## src/rtl/pwm_pkg.sv

```systemverilog
// Shared constants, pin-mode encoding and helpers for the PWM output stage.
package pwm_pkg;

  localparam int unsigned PWM_STEPS       = 255;
  localparam int unsigned DEFAULT_CLK_DIV = 13;
  localparam logic [7:0]  DUTY_ALWAYS_ON  = 8'hFF;

  typedef enum logic [1:0] {
    PIN_OFF,
    PIN_STATIC,
    PIN_PWM
  } pin_mode_e;

  function automatic pin_mode_e pin_mode(input logic en_out, input logic en_pwm);
    pin_mode_e mode;
    if (!en_out) begin
      mode = PIN_OFF;
    end else if (!en_pwm) begin
      mode = PIN_STATIC;
    end else begin
      mode = PIN_PWM;
    end
    return mode;
  endfunction

  // 0xFF is special-cased so that full scale never has a low step.
  function automatic logic pwm_compare(input logic [7:0] cnt, input logic [7:0] duty);
    return (duty == DUTY_ALWAYS_ON) || (cnt < duty);
  endfunction

endpackage

```

## src/rtl/pwm_timebase.sv

```systemverilog
// PWM timebase: clk prescaler feeding a 0..PWM_STEPS-1 step counter.
module pwm_timebase
  import pwm_pkg::*;
#(
  parameter int unsigned CLK_DIV   = DEFAULT_CLK_DIV,
  parameter int unsigned PWM_STEPS = pwm_pkg::PWM_STEPS
) (
  input  logic       clk,
  input  logic       rst_n,
  output logic       tick_o,
  output logic [7:0] pwm_cnt_o,
  output logic       wrap_o
);

  localparam int unsigned PRE_W = (CLK_DIV > 1) ? $clog2(CLK_DIV) : 1;
  localparam logic [PRE_W-1:0] PRE_LAST = PRE_W'(CLK_DIV - 1);
  localparam logic [7:0]       CNT_LAST = 8'(PWM_STEPS - 1);

  logic [PRE_W-1:0] prescaler_q, prescaler_d;
  logic [7:0]       cnt_q, cnt_d;
  logic             tick;
  logic             wrap;

  assign tick = (prescaler_q == PRE_LAST);
  assign wrap = tick && (cnt_q == CNT_LAST);

  always_comb begin
    prescaler_d = prescaler_q + PRE_W'(1);
    cnt_d       = cnt_q;
    if (tick) begin
      prescaler_d = '0;
      cnt_d       = wrap ? '0 : cnt_q + 8'd1;
    end
  end

  always_ff @(posedge clk or negedge rst_n) begin
    if (!rst_n) begin
      prescaler_q <= '0;
      cnt_q       <= '0;
    end else begin
      prescaler_q <= prescaler_d;
      cnt_q       <= cnt_d;
    end
  end

  assign tick_o    = tick;
  assign pwm_cnt_o = cnt_q;
  assign wrap_o    = wrap;

endmodule

```

## src/rtl/pwm_output_stage.sv

```systemverilog
// 16-pin output stage: each pin off, static high or shared PWM; registered drive.
// Optional macro PWM_SYNC_UPDATE_EN double-buffers the duty cycle at period wrap.
module pwm_output_stage
  import pwm_pkg::*;
#(
  parameter int unsigned CLK_DIV   = DEFAULT_CLK_DIV,
  parameter int unsigned PWM_STEPS = pwm_pkg::PWM_STEPS
) (
  input  logic        clk,
  input  logic        rst_n,
  input  logic [7:0]  en_reg_out_7_0,
  input  logic [7:0]  en_reg_out_15_8,
  input  logic [7:0]  en_reg_pwm_7_0,
  input  logic [7:0]  en_reg_pwm_15_8,
  input  logic [7:0]  pwm_duty_cycle,
  output logic [15:0] out,
  output logic        period_start
);

  logic [7:0]  pwm_cnt;
  logic        wrap;
  logic        tick_unused;
  logic [7:0]  active_duty;
  logic        pwm_sig;
  logic [15:0] en_out;
  logic [15:0] en_pwm;
  logic [15:0] out_q, out_d;
  logic        period_start_q, period_start_d;

  pwm_timebase #(
    .CLK_DIV   (CLK_DIV),
    .PWM_STEPS (PWM_STEPS)
  ) u_timebase (
    .clk       (clk),
    .rst_n     (rst_n),
    .tick_o    (tick_unused),
    .pwm_cnt_o (pwm_cnt),
    .wrap_o    (wrap)
  );

`ifdef PWM_SYNC_UPDATE_EN
  logic [7:0] active_duty_q, active_duty_d;

  // New duty is taken only as the counter wraps, so every period is whole.
  always_comb begin
    active_duty_d = active_duty_q;
    if (wrap) begin
      active_duty_d = pwm_duty_cycle;
    end
  end

  always_ff @(posedge clk or negedge rst_n) begin
    if (!rst_n) begin
      active_duty_q <= '0;
    end else begin
      active_duty_q <= active_duty_d;
    end
  end

  assign active_duty = active_duty_q;
`else
  assign active_duty = pwm_duty_cycle;
`endif

  assign pwm_sig = pwm_compare(pwm_cnt, active_duty);
  assign en_out  = {en_reg_out_15_8, en_reg_out_7_0};
  assign en_pwm  = {en_reg_pwm_15_8, en_reg_pwm_7_0};

  always_comb begin
    out_d          = '0;
    period_start_d = wrap;
    for (int unsigned i = 0; i < 16; i++) begin
      case (pin_mode(en_out[i], en_pwm[i]))
        PIN_OFF:    out_d[i] = 1'b0;
        PIN_STATIC: out_d[i] = 1'b1;
        PIN_PWM:    out_d[i] = pwm_sig;
        default:    out_d[i] = 1'b0;
      endcase
    end
  end

  always_ff @(posedge clk or negedge rst_n) begin
    if (!rst_n) begin
      out_q          <= '0;
      period_start_q <= 1'b0;
    end else begin
      out_q          <= out_d;
      period_start_q <= period_start_d;
    end
  end

  assign out          = out_q;
  assign period_start = period_start_q;

endmodule

```

## config.mk

```make
export PLATFORM = sky130hd
export DESIGN_NAME = pwm_output_stage
export DESIGN_NICKNAME = d
export VERILOG_FILES = /design/src/rtl/pwm_pkg.sv /design/src/rtl/pwm_timebase.sv /design/src/rtl/pwm_output_stage.sv
export SDC_FILE = /design/constraint.sdc
export NUM_CORES = 1
export LEC_CHECK = 0
export ABC_AREA = 0
export CAP_MARGIN = 15
export CORE_MARGIN = 5
export CORE_UTILIZATION = 38
export CTS_CLUSTER_SIZE = 40
export DETAILED_ROUTE_END_ITERATION = 16
export HOLD_SLACK_MARGIN = 0.05
export PLACE_DENSITY = 0.82
export REMOVE_ABC_BUFFERS = 1
export SLEW_MARGIN = 20
export SYNTH_ARGS = -nofsm -noshare
export SYNTH_HDL_FRONTEND = slang
export SYNTH_SLANG_ARGS = --single-unit
export TNS_END_PERCENT = 10
```

## constraint.sdc

```tcl
create_clock -name clk -period 1.58 [get_ports clk]
set_input_delay 0.316 -clock clk [delete_from_list [all_inputs] [get_ports clk]]
set_output_delay 0.316 -clock clk [all_outputs]
set_load 0.005 [all_outputs]
```

Yosys cells after proc, flatten, opt, wreduce, memory -nomap -nowiden --
Cells that the tools add are included.
Operators by class: $add $sub $neg 2, $lt $le $gt $ge 1, equal/unequal tests 35, mux-type cells 50, reduce and logical (&&, ||, !) cells 2
Operator list (number):
- 2-bit two-way mux | 32
- 2-bit by 1-bit == test with 1-bit output, second input constant | 16
- 2-bit == test, second input constant | 16
- 1-bit case mux with 2 select lines | 16
- 8-bit == test, second input constant | 2
- 8-bit by 1-bit adder with 8-bit output, second input constant | 1
- 8-bit less-than comparator | 1
- 8-bit two-way mux | 1
- 4-bit by 1-bit adder with 4-bit output, second input constant | 1
- 4-bit == test, second input constant | 1
- 4-bit two-way mux | 1
- 1-bit logical AND | 1
- 1-bit logical OR | 1
Storage, ports and cells: input port bits 42, register bits after elaboration 29, logic and storage cells 94

Depth between registers and ports, before layout --
Gate-level depths: netlist (run 1).
word-level depth 4, mapped depth 7, gate-level depth less buffers 6

By module --
From an unflattened synthesis (run 1), not the netlist that was laid out.
Unflattened totals: cells, all modules 126, area, all modules 1478.9 um^2
By module, submodules not included:
- pwm_output_stage | area an instance 840.8 um^2, instances 1, cells an instance 61, seq. area each 425.4 um^2
- pwm_timebase | area an instance 638.1 um^2, instances 1, cells an instance 65, seq. area each 300.3 um^2

Worst setup path after synthesis (run 1) --
Ideal clock, no wire load.
kind register to register, start point register u_timebase.cnt_q[6] (netlist: u_timebase.pwm_cnt_o[6]), end point register out_q[10] (netlist: out[10]), arrival time 1.564 ns, library setup time 0.122 ns, slack -0.106 ns, period minus slack after synthesis 1.686 ns, cell stages (with the launch flop) 7, path buffers 1, cells stage by stage dfrtp_1 ha_1 and4_1 o21ai_1 o32ai_4 buf_6 a21boi_2
On the way: word-level cells in the longest chain between the ends 3
RTL lines:
- start, declared | RTL line pwm_timebase.sv:20 | logic [7:0] cnt_q, cnt_d;
- start signal, assigned | RTL line pwm_timebase.sv:42 | cnt_q <= cnt_d;
- 8-bit less-than comparator | RTL line pwm_pkg.sv:28 | return (duty == DUTY_ALWAYS_ON) || (cnt < duty);
- 1-bit logical OR | RTL line pwm_pkg.sv:28
- 1-bit case mux with 2 select lines | RTL line pwm_output_stage.sv:73 | case (pin_mode(en_out[i], en_pwm[i]))
- via out_d[10] | RTL line pwm_output_stage.sv:27 | logic [15:0] out_q, out_d;
- end signal, assigned | RTL line pwm_output_stage.sv:87 | out_q <= out_d;
- end, declared | RTL line pwm_output_stage.sv:27
The timed path passes the listed nets, and every way through them passes these cells. A chain may end at the register's enable or synchronous reset.

Worst setup path in the final report (run 1) --
start point register u_timebase.cnt_q[7] (netlist: u_timebase.pwm_cnt_o[7]), end point register out_q[2] (netlist: out[2])
Same word-level chain as after synthesis.

==> metrics.md, run 1 <==
| Metric | Value |
|---|---|
| Clock Pin Slew Worst Setup and Hold Paths | `0.06 ns` |
| Critical path peak fanout | `8` |
| Max clock buf depth | `2` |
| Clock sinks | `29` |
| Pin count of the biggest net entering global routing | `30` |
| I/O pin cnt | `59` |
| RSZ-0062 raised after global routing | `yes` |
| DIE AREA | `5100 um^2` |
| GPL Wtd Cong | `0.823` |
| Main synth FF type | `dfrtp_1` |
| Crit share post-route | `111%` |
| Beginning of the critical path | `u_timebase.pwm_cnt_o[7]$_DFFE_PN0N_` |
| Top cells by area, synth | `dfrtp_1, ha_1, a21boi_2` |
| Final Cell Area | `2390 um^2` |
| Wire per inst | `15.2 um` |
| Sequential fraction of the synthesis area | `50.6%` |
| Post-CTS Hold Fix Bufs | `0` |
| Met1 Resource Use GR | `16.8%` |
| Layout fillers | `261` |
| Layout cells sized above 1 | `28.0%` |
| Vias | `1205` |
| Post-synth top area share | `50.6%` |
| Inserted Diodes | `0` |
| R2R depth | `6` |
| Critical path required time | `1.75 ns` |
| Netlist Area Pre-Place | `1430 um^2` |
| Peak VDD IR | `624 uV` |
| Fin Hold WS | `0.412 ns` |
| Fin util | `65.2%` |
| CP Class | `reg -> reg` |
| WL final | `3780 um` |
| Gr usage total | `16.9%` |
| Slew Viols, Final | `0` |
| Violated checks | `setup timing` |
| Area leader, netlist | `dfrtp_1` |
| Fmax | `569 MHz` |
| Post-synth ARST share | `100%` |
| Area growth from synthesis to layout | `66.6%` |
| Reg-to-Reg Start | `u_timebase.pwm_cnt_o[7]$_DFFE_PN0N_` |
| ANT nets after route | `0` |
| Final Hold Vio Count | `0` |
| Mapped Cells | `122` |
| Yosys warns | `0` |
| DR pass1 iterations | `4` |
| Worst Path Arrival | `1.93 ns` |
| CORE AREA | `3660 um^2` |
| Synth unique cells | `31` |
| Slew margin rel. | `74.2%` |
| Post-DP Area | `2170 um^2` |
| R2R Setup Slk | `-0.18 ns` |
| Chip Width | `71.4 um` |
| Clock root buffer | `clkbuf_8` |
| Pwr/cell area | `700 nW/um^2` |
| Synth Area per Inst | `11.8 um^2` |
| 1st-iter DRT viols | `18` |
| DRC | `0` |
| Fin crit period | `1.76 ns` |
| Worst Tran Pin Value | `0.390 ns` |
| Leak Pwr | `1.04 nW` |
| Hpwl dp | `2740 um` |
| Worst Hold Class | `in -> async` |
| Row count | `22` |
| GRT overflow | `0` |
| DIE HEIGHT | `71.4 um` |
| Initial antenna violation count | `0` |
| Yosys reg bits | `29` |
| Final worst slack | `-0.178 ns` |
| Setup violations, final | `16` |
| CP Launch Type | `flip-flop` |
| Vias in the first global route | `1416` |
| R2r endpoint | `out[2]$_DFF_PN0_` |
| Initial core utilization | `39.2%` |
| Grt peak-use layer | `met2` |
| Number of port buffers | `58` |
| Status | `finished, violations left` |
| CTS tree | `built` |
| M3 GR Usage | `8.70%` |
| Clock skew | `0.00398 ns` |
| Placed insts | `239` |
| CTS buffer count | `5` |
| Via/cell ratio | `4.86` |
| Max-Cap Viols | `0` |
| Worst setup EP type | `flip-flop` |
| Post-route insts no fill | `248` |
| EDFF count, synth | `0` |
| Layout Nets | `252` |
| First-pass GRT wire length | `6580 um` |
| H-tree levels | `2` |
| Skew-Pair Late Insertion Delay | `0.28 ns` |
| Met2 Use GR | `28.6%` |
[state kept, by name, summed over array words and instances (netlist names)]
name and cells:
u_timebase.pwm_cnt_o 8, out 16, u_timebase.prescaler_q 4, period_start 1
[cell usage after synthesis, drive strengths merged (2+ instances only)]
master,n
inv,14
xnor2,2
and4,3
nand3,5
nand2,7
a21boi,16
nor2,8
ha,11
nand4,2
xor2,2
o21ai,4
dfrtp,29
and3,2
a21oi,4
[logic make-up after synthesis]
family / synth area share (%)
flip-flops: 50.6
multiplexers: 0.698
adder cells (fa/ha/maj): 9.60
buffers and inverters: 4.45
AO/OA/AOI/OAI: 20.9
AND/OR/NAND/NOR: 11.3
XOR/XNOR: 2.44
[worst max-delay path by stage]
stage,endpoint,slack (ns)
floorplan,out[0]$_DFF_PN0_,-0.34
global placement,out[2]$_DFF_PN0_,-0.56
detailed placement,out[2]$_DFF_PN0_,-0.67
CTS,out[13]$_DFF_PN0_,-0.18
global route,out[14]$_DFF_PN0_,-0.26
finish,out[2]$_DFF_PN0_,-0.18
[power by group]
part | internal, mW | total [mW] | switching [mW]
Combinational | 0.154 | 0.229 | 0.0743
Clock | 0.393 | 0.673 | 0.280
Sequential | 0.764 | 0.770 | 0.00606
[layout by cell type (no fill, tap or decap), types with 2 or more instances in the layout]
cell	Yosys	final
nor2_1	8	8
ha_4	0	5
nand4_1	2	2
dlygate4sd2_1	0	7
a21boi_2	10	16
ha_1	11	6
clkbuf_8	0	7
clkdlybuf4s50_1	0	51
nand3_1	5	4
and4_1	2	2
o21ai_0	3	3
inv_1	14	9
a21oi_2	0	2
inv_2	0	5
a21oi_1	4	2
xor2_1	2	2
nand2_1	7	7
dfrtp_1	29	29
buf_4	0	11
xnor2_1	2	2
[repair_timing]
action                                  CTS  global route
setup buffers                             0             0
pin swaps                                22             1
endpoints found under the hold margin     0             0
gates cloned                              1             0
endpoints found under the setup margin   18            22
gates resized for setup                  34             2
[critical path: stages (launching register included)]
cell	delay (ns)
dfrtp_1	0.42
ha_4	0.29
and4_1	0.20
o21ai_2	0.08
o32ai_4	0.40
buf_12	0.19
a21boi_2	0.06
[final cells by class]
type / count / area, um^2 / share of cell area [%]
Sequential cell: 29 / 726 / 30.4
Clock inverter: 1 / 5.00 / 0.210
Tap cell: 48 / 60.1 / 2.51
Timing Repair Buffer: 71 / 702 / 29.4
Clock buffer: 7 / 96.3 / 4.03
Multi-Input combinational cell: 78 / 747 / 31.3
Inverter: 14 / 52.6 / 2.20
[metrics by stage]
step                      setup TNS [ns]  power, mW  worst slack [ns]
after floorplan                    -4.58      0.826            -0.340
after global placement             -8.65      0.998            -0.562
after detailed placement           -9.83       1.00            -0.669
after CTS                          -2.81       1.69            -0.183
after global routing               -3.96       1.75            -0.255
final                              -2.69       1.67            -0.178
[layer usage]
layer	part of all wire [%]	wire (um)
met4	2.7	103
met5	0	0
met3	12	462
met1	37	1410
met2	48	1800
Note: power is estimated with default switching activity, not from simulation.
==> run 2, diff against run 1 <==
- CORE_MARGIN: 5 -> default
- CORE_UTILIZATION: 38 -> 42
- PLACE_DENSITY: 0.82 -> 0.86
- clock period: 1.58 -> 1.7 ns (I/O delays scaled with it)
==> metrics.md, run 2 (same netlist as run 1, synthesis figures left out) <==
| Metric | Value |
|---|---|
| Status | `finished, violations left` |
| Violated checks | `setup timing` |
| H-tree levels | `2` |
| Clock root buffer | `clkbuf_4` |
| Via/cell ratio | `5.17` |
| Post-DP Area | `2150 um^2` |
| Slew Viols, Final | `0` |
| Largest register FFs | `16` |
| CP max stage cell | `dfrtp_1` |
| CORE AREA | `3150 um^2` |
| Post-CTS Hold Fix Bufs | `0` |
| Vias in the first global route | `1347` |
| Critical path required time | `1.92 ns` |
| CTS buffer count | `5` |
| DIE AREA | `3650 um^2` |
| Inserted Diodes | `0` |
| Row count | `20` |
| Fin Hold WS | `0.397 ns` |
| First-pass GRT wire length | `5950 um` |
| Initial core utilization | `45.5%` |
| Worst setup EP type | `flip-flop` |
| ANT nets after route | `0` |
| DRC | `0` |
| Place WS | `-0.579 ns` |
| Wire per inst | `15.1 um` |
| GPL Wtd Cong | `0.887` |
| Vias | `1256` |
| Final Hold Vio Count | `0` |
| Post-route insts no fill | `243` |
| 1st-iter DRT viols | `39` |
| Placed insts | `234` |
| Peak VDD IR | `444 uV` |
| Clock skew | `0.00938 ns` |
| Worst Hold Class | `in -> async` |
| RSZ-0062 raised after global routing | `yes` |
| Slew margin rel. | `76.2%` |
| DIE HEIGHT | `60.4 um` |
| Layout fillers | `218` |
| Hpwl dp | `2610 um` |
| Worst Path Arrival | `1.92 ns` |
| Critical path peak fanout | `8` |
| GRT overflow | `0` |
| I/O pin cnt | `59` |
| CP Class | `reg -> reg` |
| Area growth from synthesis to layout | `59.1%` |
| Leak Pwr | `1.02 nW` |
| CP Launch Type | `flip-flop` |
| Final Cell Area | `2280 um^2` |
| Final Power | `1.30 mW` |
| CTS tree | `built` |
| Most common cell after layout, fill and taps aside | `clkdlybuf4s50_1` |
| Initial antenna violation count | `0` |
| Layout cells sized above 1 | `25.1%` |
| Skew-Pair Late Insertion Delay | `0.33 ns` |
| Max clock buf depth | `2` |
| Chip Width | `60.4 um` |
| Clock Pin Slew Worst Setup and Hold Paths | `0.09 ns` |
| Number of port buffers | `58` |
| Most frequent cells in the layout | `clkdlybuf4s50_1, dfrtp_1, a21boi_2` |
| Setup violations, final | `1` |
| Worst path max stage delay | `0.43 ns` |
| Pwr/cell area | `568 nW/um^2` |
| Fmax | `587 MHz` |
| Crit share post-route | `100%` |
| WL final | `3680 um` |
| Fin crit period | `1.70 ns` |
| Gr usage total | `23.4%` |
| Pin count of the biggest net entering global routing | `30` |
| Layout Nets | `253` |
| Worst path cell trace | `ha_4, and4_1, o21ai_2, o32ai_4, buf_6, a21boi_2` |
| Clock sinks | `29` |
| Max-Cap Viols | `0` |
| Final worst slack | `-0.00439 ns` |
| Worst Tran Pin Value | `0.357 ns` |
| DR pass1 iterations | `4` |
-- run 2: cell types whose count changed in the layout (fill, tap and decap cells not counted), sizes merged --
cell	change
clkbuf	-2
buf	+1
clkdlybuf4s50	+1
dlygate4sd2	-1
-- run 2: what timing repair did --
action,in CTS,in global routing
pin swaps,21,3
resized for setup,28,2
gates cloned,1,0
endpoints found under the setup margin,16,17
setup buffers,4,0
-- run 2: path summary, 6_finish.rpt --
| check | from | to | slack [ns] | cells after the start |
|---|---|---|---|---|
| worst max-delay path | u_timebase.pwm_cnt_o[7]$_DFFE_PN0N_ | out[8]$_DFF_PN0_ | -0.004 | 6 |
| worst min-delay path | rst_n | out[6]$_DFF_PN0_ | 0.40 | 2 |
| worst max register to register | u_timebase.pwm_cnt_o[7]$_DFFE_PN0N_ | out[8]$_DFF_PN0_ | -0.004 | 6 |
| worst min register to register | u_timebase.prescaler_q[0]$_DFF_PN0_ | u_timebase.prescaler_q[0]$_DFF_PN0_ | 0.50 | 1 |
| max in group asynchronous | rst_n | u_timebase.prescaler_q[2]$_DFF_PN0_ | 1.03 | 2 |
| min in group clk | u_timebase.prescaler_q[0]$_DFF_PN0_ | u_timebase.prescaler_q[0]$_DFF_PN0_ | 0.50 | 1 |
-- run 2: critical path: cells and delay by family (launching register included) --
family	cells	cell delay [ns]
fa+ha+maj	1	0.29
simple gates	1	0.19
buf+inv	1	0.21
flops	1	0.43
compound gates	3	0.48
-- run 2: layout make-up --
| class | instances | area (um^2) | area share, % |
|---|---|---|---|
| multi-input combinational | 78 | 719 | 31.5 |
| clock inverter | 1 | 5.00 | 0.219 |
| inverter | 14 | 52.6 | 2.30 |
| clock buffer | 5 | 37.5 | 1.65 |
| timing repair buffer | 72 | 686 | 30.1 |
| tap | 44 | 55.1 | 2.41 |
| sequential | 29 | 726 | 31.8 |
-- run 2: where the power goes --
part | leakage, nW | internal [mW] | total, mW | switching, mW
combinational | 0.644 | 0.147 | 0.217 | 0.0704
clock | 0.0269 | 0.143 | 0.364 | 0.221
sequential | 0.348 | 0.709 | 0.714 | 0.00578
-- run 2: stage by stage --
step / setup TNS [ns] / utilization (%)
floorplan: -2.66 / -
global placement: -6.93 / 68.3
detailed placement: -8.07 / 68.3
CTS: -0.440 / 73.6
global route: -0.930 / 72.3
finish: -0.00439 / 72.3
-- run 2: layer usage --
layer  part of all wire [%]  track usage (%)  routed length, um
met4                    2.5             10.7                 91
met3                     11             11.9                412
met5                      0                0                  0
met1                     34             21.9               1240
met2                     53             42.2               1940
